===== config.mk =====
export PLATFORM = sky130hd
export DESIGN_NAME = fetch_stage
export DESIGN_NICKNAME = d
export VERILOG_FILES = /design/src/rtl/fetch_stage.sv
export SDC_FILE = /design/constraint.sdc
export NUM_CORES = 1
export LEC_CHECK = 0
export BUFFER_PORTS_ARGS = -buffer_cell sky130_fd_sc_hd__buf_4
export CAP_MARGIN = 15
export CORE_ASPECT_RATIO = 2
export CORE_MARGIN = 8
export CORE_UTILIZATION = 35
export CTS_BUF_LIST = sky130_fd_sc_hd__clkbuf_4 sky130_fd_sc_hd__clkbuf_8 sky130_fd_sc_hd__clkbuf_16
export CTS_CLUSTER_DIAMETER = 100
export DETAILED_ROUTE_END_ITERATION = 8
export PLACE_DENSITY_LB_ADDON = 0.05
export SYNTH_ARGS = -nofsm -noshare
export SYNTH_HDL_FRONTEND = slang
export SYNTH_SLANG_ARGS = --single-unit

===== constraint.sdc =====
create_clock -name Clock -period 2.7 [get_ports Clock]
set_input_delay 0.54 -clock Clock [delete_from_list [all_inputs] [get_ports Clock]]
set_output_delay 0.54 -clock Clock [all_outputs]
set_load 0.02 [all_outputs]

===== src/rtl/fetch_stage.sv =====
// fetch_stage: instruction fetch with a single outstanding memory request,
// a registered output stage and a one-entry skid buffer.
//
// Ports:
//   Clock, Reset         - rising-edge clock, async active-low reset
//   Stall                - downstream not accepting (consume = InstrValid & !Stall)
//   BranchTaken/Target   - redirect; target bits [1:0] forced to 00
//   IMemReq/IMemAddr     - read request and word-aligned address
//   IMemAck/IMemData     - read completion, data valid in the ack cycle
//   Instruction/PCPlus4  - registered instruction and its fetch address + 4
//   InstrValid           - output register holds an unconsumed instruction
module fetch_stage #(
    parameter logic [31:0] RESET_PC = 32'h00000000
) (
    input  logic        Clock,
    input  logic        Reset,
    input  logic        Stall,
    input  logic        BranchTaken,
    input  logic [31:0] BranchTarget,
    output logic        IMemReq,
    output logic [31:0] IMemAddr,
    input  logic        IMemAck,
    input  logic [31:0] IMemData,
    output logic [31:0] Instruction,
    output logic [31:0] PCPlus4,
    output logic        InstrValid
);

    typedef enum logic [1:0] {IDLE, REQ, HOLD} state_t;

    state_t      state;
    logic [31:0] pc;
    logic [31:0] pc_next;
    logic [31:0] tgt;
    logic [31:0] skid_instr;
    logic [31:0] skid_pc4;
    logic        discard;
    logic [31:0] pend_tgt;

    assign tgt      = BranchTarget & ~32'h3;
    assign pc_next  = pc + 32'd4;   // wraps modulo 2^32
    assign IMemReq  = (state == REQ);
    // pc only changes on ack or outside REQ, so the address is stable
    // for the life of each request, including one being discarded.
    assign IMemAddr = pc;

    always_ff @(posedge Clock or negedge Reset) begin
        if (!Reset) begin
            state       <= IDLE;
            pc          <= RESET_PC;
            Instruction <= '0;
            PCPlus4     <= '0;
            InstrValid  <= 1'b0;
            skid_instr  <= '0;
            skid_pc4    <= '0;
            discard     <= 1'b0;
            pend_tgt    <= '0;
        end else begin
            // Consumption clears valid unless a load below overrides it.
            if (InstrValid && !Stall)
                InstrValid <= 1'b0;

            case (state)
                IDLE: begin
                    state <= REQ;
                    if (BranchTaken) begin
                        InstrValid <= 1'b0;
                        pc         <= tgt;
                    end
                end

                REQ: begin
                    if (BranchTaken) begin
                        InstrValid <= 1'b0;
                        if (IMemAck) begin
                            // Request completes now: drop data, go straight
                            // to the target.
                            pc      <= tgt;
                            discard <= 1'b0;
                        end else begin
                            // Request still in flight: remember the target
                            // (last redirect wins) and drop its data later.
                            discard  <= 1'b1;
                            pend_tgt <= tgt;
                        end
                    end else if (IMemAck) begin
                        if (discard) begin
                            pc      <= pend_tgt;
                            discard <= 1'b0;
                        end else if (!InstrValid || !Stall) begin
                            Instruction <= IMemData;
                            PCPlus4     <= pc_next;
                            InstrValid  <= 1'b1;
                            pc          <= pc_next;
                        end else begin
                            // Output register busy: park the word and stop
                            // requesting until the stall releases.
                            skid_instr <= IMemData;
                            skid_pc4   <= pc_next;
                            pc         <= pc_next;
                            state      <= HOLD;
                        end
                    end
                end

                HOLD: begin
                    // The skid entry is full exactly while in HOLD, so
                    // leaving HOLD is what empties it.
                    if (BranchTaken) begin
                        InstrValid <= 1'b0;
                        pc         <= tgt;
                        state      <= REQ;
                    end else if (!Stall) begin
                        Instruction <= skid_instr;
                        PCPlus4     <= skid_pc4;
                        InstrValid  <= 1'b1;
                        state       <= REQ;
                    end
                end

                default: state <= IDLE;
            endcase
        end
    end

endmodule

# Yosys cells after proc, flatten, opt, wreduce, memory -nomap -nowiden
# Cells that the tools add are included.
# W data, S select, Z words.
# word_totals
reg_bits,194
in_bits,69
out_inout_bits,98
elab_cells,79
# classes
n_eq_ne,11
n_reduce_logical,15
n_addsub,1
n_bitwise,4
n_mux,39
# op_table
cell,count
$mux W32,17
$pmux W32 S2,3
$add A32 B3 Y32 const B,1
$mux W2,6
$mux W1,11
$ne A2 B2 Y1 const B,5
$reduce_and A5 Y1,2
$reduce_and A7 Y1,1
$ne A2 B1 Y1 const B,3
$pmux W2 S3,1
$reduce_and A3 Y1,2
$reduce_bool A2 Y1,3
$not A1 Y1,4
$ne A3 B3 Y1 const B,1
$pmux W1 S3,1
$eq A2 B1 Y1 const B,1
$eq A2 B2 Y1 const B,1
$logic_not A1 Y1,2
$logic_not A2 Y1,1
$reduce_and A2 Y1,1
$reduce_or A2 Y1,1
$logic_and A1 B1 Y1,1
$logic_or A1 B1 Y1,1

# Longest topological paths before layout
# Gate-level depths: netlist of the first run.
# logic_depth
depth_word,8
mapped_depth,8
depth_no_buf,6

# Worst setup path before layout of the first run
# OpenSTA, ideal clock, no wires.
# synth_path
path_kind,register -> register
start,"register pc[2], in the netlist IMemAddr[2]"
end,"register pc[26], in the netlist IMemAddr[26]"
n_path_buf,0
path_slack_ns,0.508
period_less_slack_ns,2.192
required_time_ns,2.618
stages_incl_launch_ff,7
arrival_time_ns,2.110
setup_ns,0.082
path_cell_list,dfrtp_1 > ha_1 > nand4_4 > or2_1 > or4_4 > o31a_1 > o22ai_1
# synth_between
elab_chain_len,5
# synth_rtl
element,line_no,text
"start, declared",32,logic [31:0] pc;
"start signal, assigned",68,pc <= tgt;
"start signal, assigned",78,pc <= tgt;
"start signal, assigned",88,pc <= pend_tgt;
$add A32 B3 Y32,41,assign pc_next = pc + 32'd4;
$mux W32,87,if (discard) begin
$mux W32,86,end else if (IMemAck) begin
$mux W32,73,if (BranchTaken) begin
$pmux W32 S2,63,case (state)
# Every way passes these cells. The select of a mux whose other input is x is not followed.
# A chain may end at the register's enable or synchronous reset.

# Worst setup path after layout of the first run
# layout_path
start,register state[0]
end,register PCPlus4[17]
# layout_between
elab_chain_len,3
word_cells_on_any_way,11
classes_between,8 x eq/ne; 1 x mux; 2 x reduce/logical
# layout_rtl
element,line_no,text
"start, declared",31,state_t state;
"start signal, assigned",49,state <= IDLE;
"start signal, assigned",65,state <= REQ;
"start signal, assigned",101,state <= HOLD;
$eq A2 B1 Y1 / $eq A2 B2 Y1 (equally long branches),63,
"$ne A2 B1 Y1 (no source line), or another cell as far along",--,
$reduce_and A7 Y1 (no source line),--,
"end signal, assigned",92,PCPlus4 <= pc_next;
"end signal, assigned",115,PCPlus4 <= skid_pc4;
"end, declared",25,"output logic [31:0] PCPlus4,"
# Parallel ways exist; a longest one is shown, timed or not.

==> results of run 1 <==
## metrics by stage
| step | worst slack, ns | instances | utilization, % |
|---|---|---|---|
| global route | 0.230 | 1410 | 44.5 |
| detailed placement | 0.208 | 1378 | 41.9 |
| CTS | 0.365 | 1410 | 44.5 |
| global placement | 0.250 | 1378 | 41.9 |
| floorplan | 0.508 | 910 | - |
| finish | 0.395 | 1410 | 44.5 |
## layout by cell type, fill, tap and decap left out, types with 15 or more instances in the layout
| cell | count |
|---|---|
| dfrtp_1 | 188 |
| nand2_1 | 121 |
| o21ai_0 | 35 |
| a21oi_1 | 60 |
| mux2_2 | 63 |
| nand3_1 | 32 |
| nor2_1 | 111 |
| buf_4 | 187 |
| xnor2_1 | 15 |
| nor3_1 | 21 |
| clkbuf_16 | 17 |
| a31oi_1 | 35 |
## cells in the mapped netlist (all sizes together) (3+ instances only)
cell	count	share of area, %
a21oi	61	3.4
nand2b	8	0.58
a211oi	11	0.92
and4	6	0.65
xor2	12	1.2
nand2	121	5.0
o211ai	7	0.58
o221ai	3	0.29
nor4	6	0.72
nor3	21	1.2
o21ai	35	1.9
mux2i	12	1.3
nor2	113	4.7
xnor2	15	1.5
dfrtp	188	52
a31oi	35	2.4
nand3	34	1.9
or2	3	0.21
o22ai	7	0.49
o31a	5	0.49
and3	11	0.76
nand4	9	1.0
and2	4	0.28
o31ai	3	0.25
buf	39	2.8
clkbuf	28	1.2
nor2b	4	0.28
a21o	5	0.42
mux2	63	7.9
inv	10	0.42
## worst max-delay path, stage by stage, from the launching register on
cell	delay, ns
dfrtp_1	0.62
nand4bb_1	0.20
or2_1	0.37
o32a_1	0.36
nor2_2	0.46
a211oi_1	0.15
## registers in the layout, summed over array words and instances, names as in the netlist
name	count
IMemAddr	30
InstrValid	1
Instruction	32
PCPlus4	30
discard	1
pend_tgt	30
skid_instr	32
skid_pc4	30
state	2
## cell type report
class,instances,area share (%)
tap,340,3.76
timing repair buffer,195,13.8
clock inverter,10,1.44
multi-input combinational,645,34.9
inverter,10,0.332
clock buffer,22,4.26
sequential,188,41.6
## final timing paths
| kind | from | endpoint | slack, ns | cells past startpoint |
|---|---|---|---|---|
| max reg2reg | state[0] | PCPlus4[17] | 0.39 | 5 |
| min | Reset | pend_tgt[28] | 0.07 | 1 |
| min in group Clock | IMemData[12] | skid_instr[12] | 0.34 | 2 |
| max in group asynchronous | Reset | pend_tgt[14] | 1.89 | 2 |
| min reg2reg | skid_pc4[12] | skid_pc4[12] | 0.47 | 2 |
| max | state[0] | PCPlus4[17] | 0.39 | 5 |
## cells by family (layout without fill, tap and decap cells)
logic type	Yosys count	count (layout)
compound gates	189	189
xor+xnor	27	27
fa+ha+maj	1	1
buf+inv	77	237
flops	188	188
mux	75	75
other cells	1	4
simple gates	349	349
## per-layer routing
layer	global-route usage, %	vias to the layer above
met3	4.35	25
met5	0	-
li1	-	3474
met2	31.5	140
met4	6.82	0
met1	21.2	3574
## power by group through the flow
stage | Sequential, mW | Clock [mW] | Combinational (mW)
after floorplan | 4.36 | 0 | 1.07
after global placement | 4.04 | 0 | 2.56
after detailed placement | 4.06 | 0 | 2.60
after CTS | 4.01 | 2.85 | 2.60
after global routing | 4.11 | 2.94 | 2.79
final | 4.01 | 2.76 | 2.53
==> metrics.log, run 1 <==
INFO  metric run_status = finished clean
INFO  metric syn_area_per_cell = 9.92 µm²
INFO  metric hold_ws = 0.0713 ns
INFO  metric port_buffers = 160
INFO  metric setup_viol = 0
INFO  metric clkSinkCount = 188
INFO  metric h-tree-depth = 4
INFO  metric die-area = 31,400 µm²
INFO  metric multi_input_comb_area = 3950 µm²
INFO  metric asyncSetResetFlopFracSynth = 100%
INFO  metric cts.path.max_buffers = 2
INFO  metric final.setup.tns = 0 ns
INFO  metric synth.lib_cells_used.distinct = 65
INFO  metric cts_buffers = 17
INFO  metric drive_above_1_share = 29.1%
INFO  metric path_class = flop to flop
INFO  metric power_per_cell_area = 822 nW/µm²
INFO  metric vias = 7,213
INFO  metric synth-compound-area-share = 13.0%
INFO  metric post_dp_cell_area = 10,700 µm²
INFO  metric post-route-period-util = 85.4%
INFO  metric grt_overflow = 0
INFO  metric post_synth_fa_ha_maj_area_fraction = 0.139%
INFO  metric slew_headroom = 59.3%
INFO  metric routabilityCongestion = 0.813
INFO  metric postCtsSetupRepairBufs = 0
INFO  metric critical_path_arrival = 2.61 ns
INFO  metric antenna_cells_inserted = 0
INFO  metric postCtsResizedCells = 0
INFO  metric holdCritPathClass = input pin to asynchronous set/reset pin
INFO  metric final-max-slew-violation-count = 0
INFO  metric dp.final_hpwl = 19.6 mm
INFO  metric dominant_combinational_cell_family_by_area_after_synthesis = simple AND/OR/NAND/NOR gates
INFO  metric totalWireLength = 27.6 mm
INFO  metric fillers = 2,489
INFO  metric p_int = 6.27 mW
INFO  metric drt_pre_antenna_iters = 4
INFO  metric wl_met2 = 14.5 mm
INFO  metric die_height = 243 µm
INFO  metric wl_per_cell = 19.5 µm
INFO  metric mappedNetlistArea = 9000 µm²
INFO  metric sequentialPowerShare = 43.1%
INFO  metric synth.mux.area_fraction = 9.22%
INFO  metric io_pins = 167
INFO  metric route.antenna.remaining_nets = 0
INFO  metric syn-instance-count = 907
INFO  metric grt_pass1_vias = 7,492
INFO  metric grt_pass1_wl = 43.8 mm
INFO  metric comb_power_share = 27.2%
INFO  metric worst-endpoint-required = 3.00 ns
INFO  metric post_synth_and_or_nand_nor_area_fraction = 18.3%
INFO  metric finalNetCount = 1,127
INFO  metric hold_viol_final = 0
INFO  metric netSwitchingPower = 3.04 mW
INFO  metric worst_setup_path_start_kind = flop
INFO  metric number_of_synthesized_flops_with_an_enable_pin = 0
INFO  metric ys_warn_count = 0
INFO  metric insertion_delay = 0.44 ns
INFO  metric cts_tree = yes
INFO  metric antenna_found_initial = 0
INFO  metric power.leakage = 5.00 nW
INFO  metric crit_path_max_fanout = 12
INFO  metric fp.dieW = 129 µm
INFO  metric area_delta_synth_final = 25.8%
INFO  metric total_power = 9.31 mW
INFO  metric regArea = 4700 µm²
INFO  metric switching_share = 32.6%
INFO  metric num_rows = 83
INFO  metric global_route.usage.total = 18.3%
INFO  metric core_area = 25,400 µm²
INFO  metric finalInstanceArea = 11,300 µm²
INFO  metric max-vdd-ir-drop = 450 µV
INFO  metric clockRootBuffer = clkbuf_16
INFO  metric final.min_clock_period = 2.31 ns
INFO  metric rsz_0062_raised_after_global_routing = false
INFO  metric setup.worst_path.end_class = flop
INFO  metric maxClockFrequency = 434 MHz
INFO  metric power_frac_clock = 29.7%
INFO  metric worst-slew-pin-transition = 0.607 ns
INFO  metric yosys_register_bits = 188
INFO  metric synth_seq_area_share = 52.3%
INFO  metric initial_core_util = 35.4%
INFO  metric topRoutingLayerUsed = met4
INFO  metric final.setup_skew = 0.00527 ns
INFO  metric drv_cap = 0
INFO  metric cts_hold_buffers = 0
INFO  metric cts.clk_slew.worst_paths = 0.07 ns
INFO  metric detailedRoute.firstIterationViolations = 390
INFO  metric synth_ff_type = dfrtp_1
INFO  metric maximum_number_of_pins_on_one_net_before_global_route_repair = 72
INFO  metric synth_xor_area_share = 2.63%
INFO  metric detail_route.drc_violations = 0
INFO  metric met1_length = 11.2 mm
INFO  metric route.detailed.vias_per_inst = 5.12
INFO  metric met3_length = 1.24 mm
No activity file was read; power rests on OpenSTA's default activity.
==> run 2, diff against run 1 <==
--- a/config.mk
+++ b/config.mk
@@ -13,6 +13,7 @@
 export CTS_BUF_LIST = sky130_fd_sc_hd__clkbuf_4 sky130_fd_sc_hd__clkbuf_8 sky130_fd_sc_hd__clkbuf_16
 export CTS_CLUSTER_DIAMETER = 100
 export DETAILED_ROUTE_END_ITERATION = 8
+export HOLD_SLACK_MARGIN = 0.15
 export PLACE_DENSITY_LB_ADDON = 0.05
 export SYNTH_ARGS = -nofsm -noshare
 export SYNTH_HDL_FRONTEND = slang
==> constraint.sdc (replaced) <==
create_clock -name Clock -period 2.3 [get_ports Clock]
set_input_delay 0.23 -clock Clock [delete_from_list [all_inputs] [get_ports Clock]]
set_output_delay 0.23 -clock Clock [all_outputs]
set_load 0.02 [all_outputs]
==> metrics.log, run 2 (same netlist as run 1, synthesis figures left out) <==
INFO  metric maxClockFrequency = 474 MHz (was 434 MHz)
INFO  metric post-route-period-util = 91.7% (was 85.4%)
INFO  metric r2r_cells = 5 (unchanged)
INFO  metric drv_cap = 0 (unchanged)
INFO  metric final.setup_skew = 0.0103 ns (was 0.00527 ns)
INFO  metric final.min_clock_period = 2.11 ns (was 2.31 ns)
INFO  metric initial_core_util = 35.4% (unchanged)
INFO  metric worstReg2RegStart = IMemAddr[10] (was state[0])
INFO  metric switching_share = 33.2% (was 32.6%)
INFO  metric layout_common_cells = buf_4, dfrtp_1, nand2_1, nor2_1, dlygate4sd3_1 (was dfrtp_1, buf_4, nand2_1, nor2_1, mux2_2)
INFO  metric p_int = 7.33 mW (was 6.27 mW)
INFO  metric setup.worst_path.end_class = flop (unchanged)
INFO  metric clockRootBuffer = clkbuf_16 (unchanged)
INFO  metric post_dp_cell_area = 10,800 µm² (was 10,700 µm²)
INFO  metric power_per_cell_area = 907 nW/µm² (was 822 nW/µm²)
INFO  metric port_buffers = 160 (unchanged)
INFO  metric global_route.usage.total = 18.6% (was 18.3%)
INFO  metric slew_headroom = 52.8% (was 59.3%)
INFO  metric max-vdd-ir-drop = 543 µV (was 450 µV)
INFO  metric detail_route.drc_violations = 0 (unchanged)
INFO  metric drive_above_1_share = 28.5% (was 29.1%)
INFO  metric setup_viol = 0 (unchanged)
INFO  metric final-max-slew-violation-count = 0 (unchanged)
INFO  metric worst-slew-pin-transition = 0.708 ns (was 0.607 ns)
INFO  metric final.setup.tns = 0 ns (unchanged)
INFO  metric setup.worst_path.start = IMemAddr[10] (was state[0])
INFO  metric crit_path_max_fanout = 7 (was 12)
INFO  metric route.antenna.remaining_nets = 0 (unchanged)
INFO  metric vias = 7,588 (was 7,213)
INFO  metric area_delta_synth_final = 34.5% (was 25.8%)
INFO  metric worst-endpoint-required = 2.64 ns (was 3.00 ns)
INFO  metric destination_of_the_worst_register_to_register_timing_path = IMemAddr[19] (was PCPlus4[17])
INFO  metric critical_path_arrival = 2.45 ns (was 2.61 ns)
INFO  metric io_pins = 167 (unchanged)
INFO  metric insertion_delay = 0.45 ns (was 0.44 ns)
INFO  metric drt_pre_antenna_iters = 7 (was 4)
INFO  metric cts_tree = yes (unchanged)
INFO  metric worst_setup_path_start_kind = flop (unchanged)
INFO  metric grt_overflow = 0 (unchanged)
INFO  metric cts.clk_slew.worst_paths = 0.07 ns (about the same)
INFO  metric grt_pass1_vias = 7,778 (was 7,492)
INFO  metric run_status = finished clean (unchanged)
INFO  metric dp.final_hpwl = 20.0 mm (was 19.6 mm)
INFO  metric antenna_found_initial = 0 (unchanged)
INFO  metric biggest_regs = Instruction: 32 flops, skid_instr: 32 flops (unchanged)
INFO  metric power_frac_clock = 28.6% (was 29.7%)
INFO  metric route.detailed.vias_per_inst = 5.08 (was 5.12)
INFO  metric maximum_number_of_pins_on_one_net_before_global_route_repair = 77 (was 72)
INFO  metric detailedRoute.firstIterationViolations = 409 (was 390)
INFO  metric cts.path.max_buffers = 2 (unchanged)
INFO  metric netSwitchingPower = 3.64 mW (was 3.04 mW)
INFO  metric die_height = 243 µm (unchanged)
INFO  metric wl_per_cell = 18.6 µm (was 19.5 µm)
INFO  metric antenna_cells_inserted = 0 (unchanged)
INFO  metric totalWireLength = 27.9 mm (was 27.6 mm)
INFO  metric clkSinkCount = 188 (unchanged)
INFO  metric regToRegSetupSlack = 0.19 ns (was 0.39 ns)
INFO  metric power.leakage = 5.35 nW (was 5.00 nW)
INFO  metric routabilityCongestion = 0.837 (was 0.813)
INFO  metric sequentialPowerShare = 42.7% (was 43.1%)
INFO  metric hold_viol_final = 0 (unchanged)
INFO  metric die-area = 31,400 µm² (unchanged)
INFO  metric rsz_0062_raised_after_global_routing = false (unchanged)
INFO  metric grt_pass1_wl = 44.8 mm (was 43.8 mm)
INFO  metric postCtsSetupRepairBufs = 0 (unchanged)
INFO  metric cts_buffers = 17 (unchanged)
INFO  metric finalInstanceArea = 12,100 µm² (was 11,300 µm²)
INFO  metric h-tree-depth = 4 (unchanged)
INFO  metric comb_power_share = 28.7% (was 27.2%)
INFO  metric holdCritPathClass = input pin to asynchronous set/reset pin (unchanged)
INFO  metric finalNetCount = 1,211 (was 1,127)
INFO  metric path_class = flop to flop (unchanged)
INFO  metric num_rows = 83 (unchanged)
INFO  metric core_area = 25,400 µm² (unchanged)
INFO  metric leading_cell_type_in_the_layout_fill_and_taps_excluded = buf_4 (was dfrtp_1)
INFO  metric fp.dieW = 129 µm (unchanged)
## run 2: worst max path at each step
stage                    to  depth (start not counted)
2_1_floorplan  IMemAddr[26]                          6
3_3_place_gp    PCPlus4[10]                          6
3_5_place_dp   IMemAddr[19]                          5
4_1_cts        IMemAddr[19]                          5
5_1_grt        IMemAddr[19]                          5
6_report       IMemAddr[19]                          5
## run 2: critical path, stage by stage, from the launching register on
cell and delay, ns:
dfrtp_1 0.47, nand4_1 0.33, nor4_1 0.49, nand4_1 0.27, o221ai_1 0.22, o2bb2a_1 0.23
## run 2: metal layers
layer / GRT usage, % / up-vias / wire length, µm
met2: 32.4 / 154 / 14900
met3: 3.58 / 29 / 1130
met5: 0 / - / 0
met4: 7.55 / 0 / 633
met1: 21.6 / 3755 / 11200
li1: - / 3650 / -
## run 2: final cells by class
type                    count  area [µm²]
multi-input cells         645        3950
flip-flops and latches    188        4700
fillers                  2456       13300
inverters                  10        37.5
well taps                 340         425
clock inverters            13         164
clock buffers              19         453
repair buffers            279        2370
## run 2: timing repair
item,in CTS,in global routing
gates resized for setup,0,0
hold endpoints to repair,182,0
hold buffers,66,0
## run 2: stage by stage
stage	hold slack (ns)	power [mW]	util [%]	cells	setup WS (ns)
after floorplan	-0.0656	6.37	-	910	0.108
after global placement	0.320	7.81	42.5	1396	0.266
after detailed placement	0.309	7.87	42.5	1396	0.200
after CTS	0.385	11.1	47.5	1494	0.182
after global routing	0.426	11.6	47.5	1494	0.0419
final	0.356	11.0	47.5	1494	0.190
## run 2: power groups by stage
stage,registers [mW],clock network (mW),logic (mW)
after floorplan,5.11,0,1.26
after global placement,4.72,0,3.09
after detailed placement,4.75,0,3.12
after CTS,4.69,3.24,3.22
after global routing,4.80,3.34,3.45
final,4.69,3.13,3.15
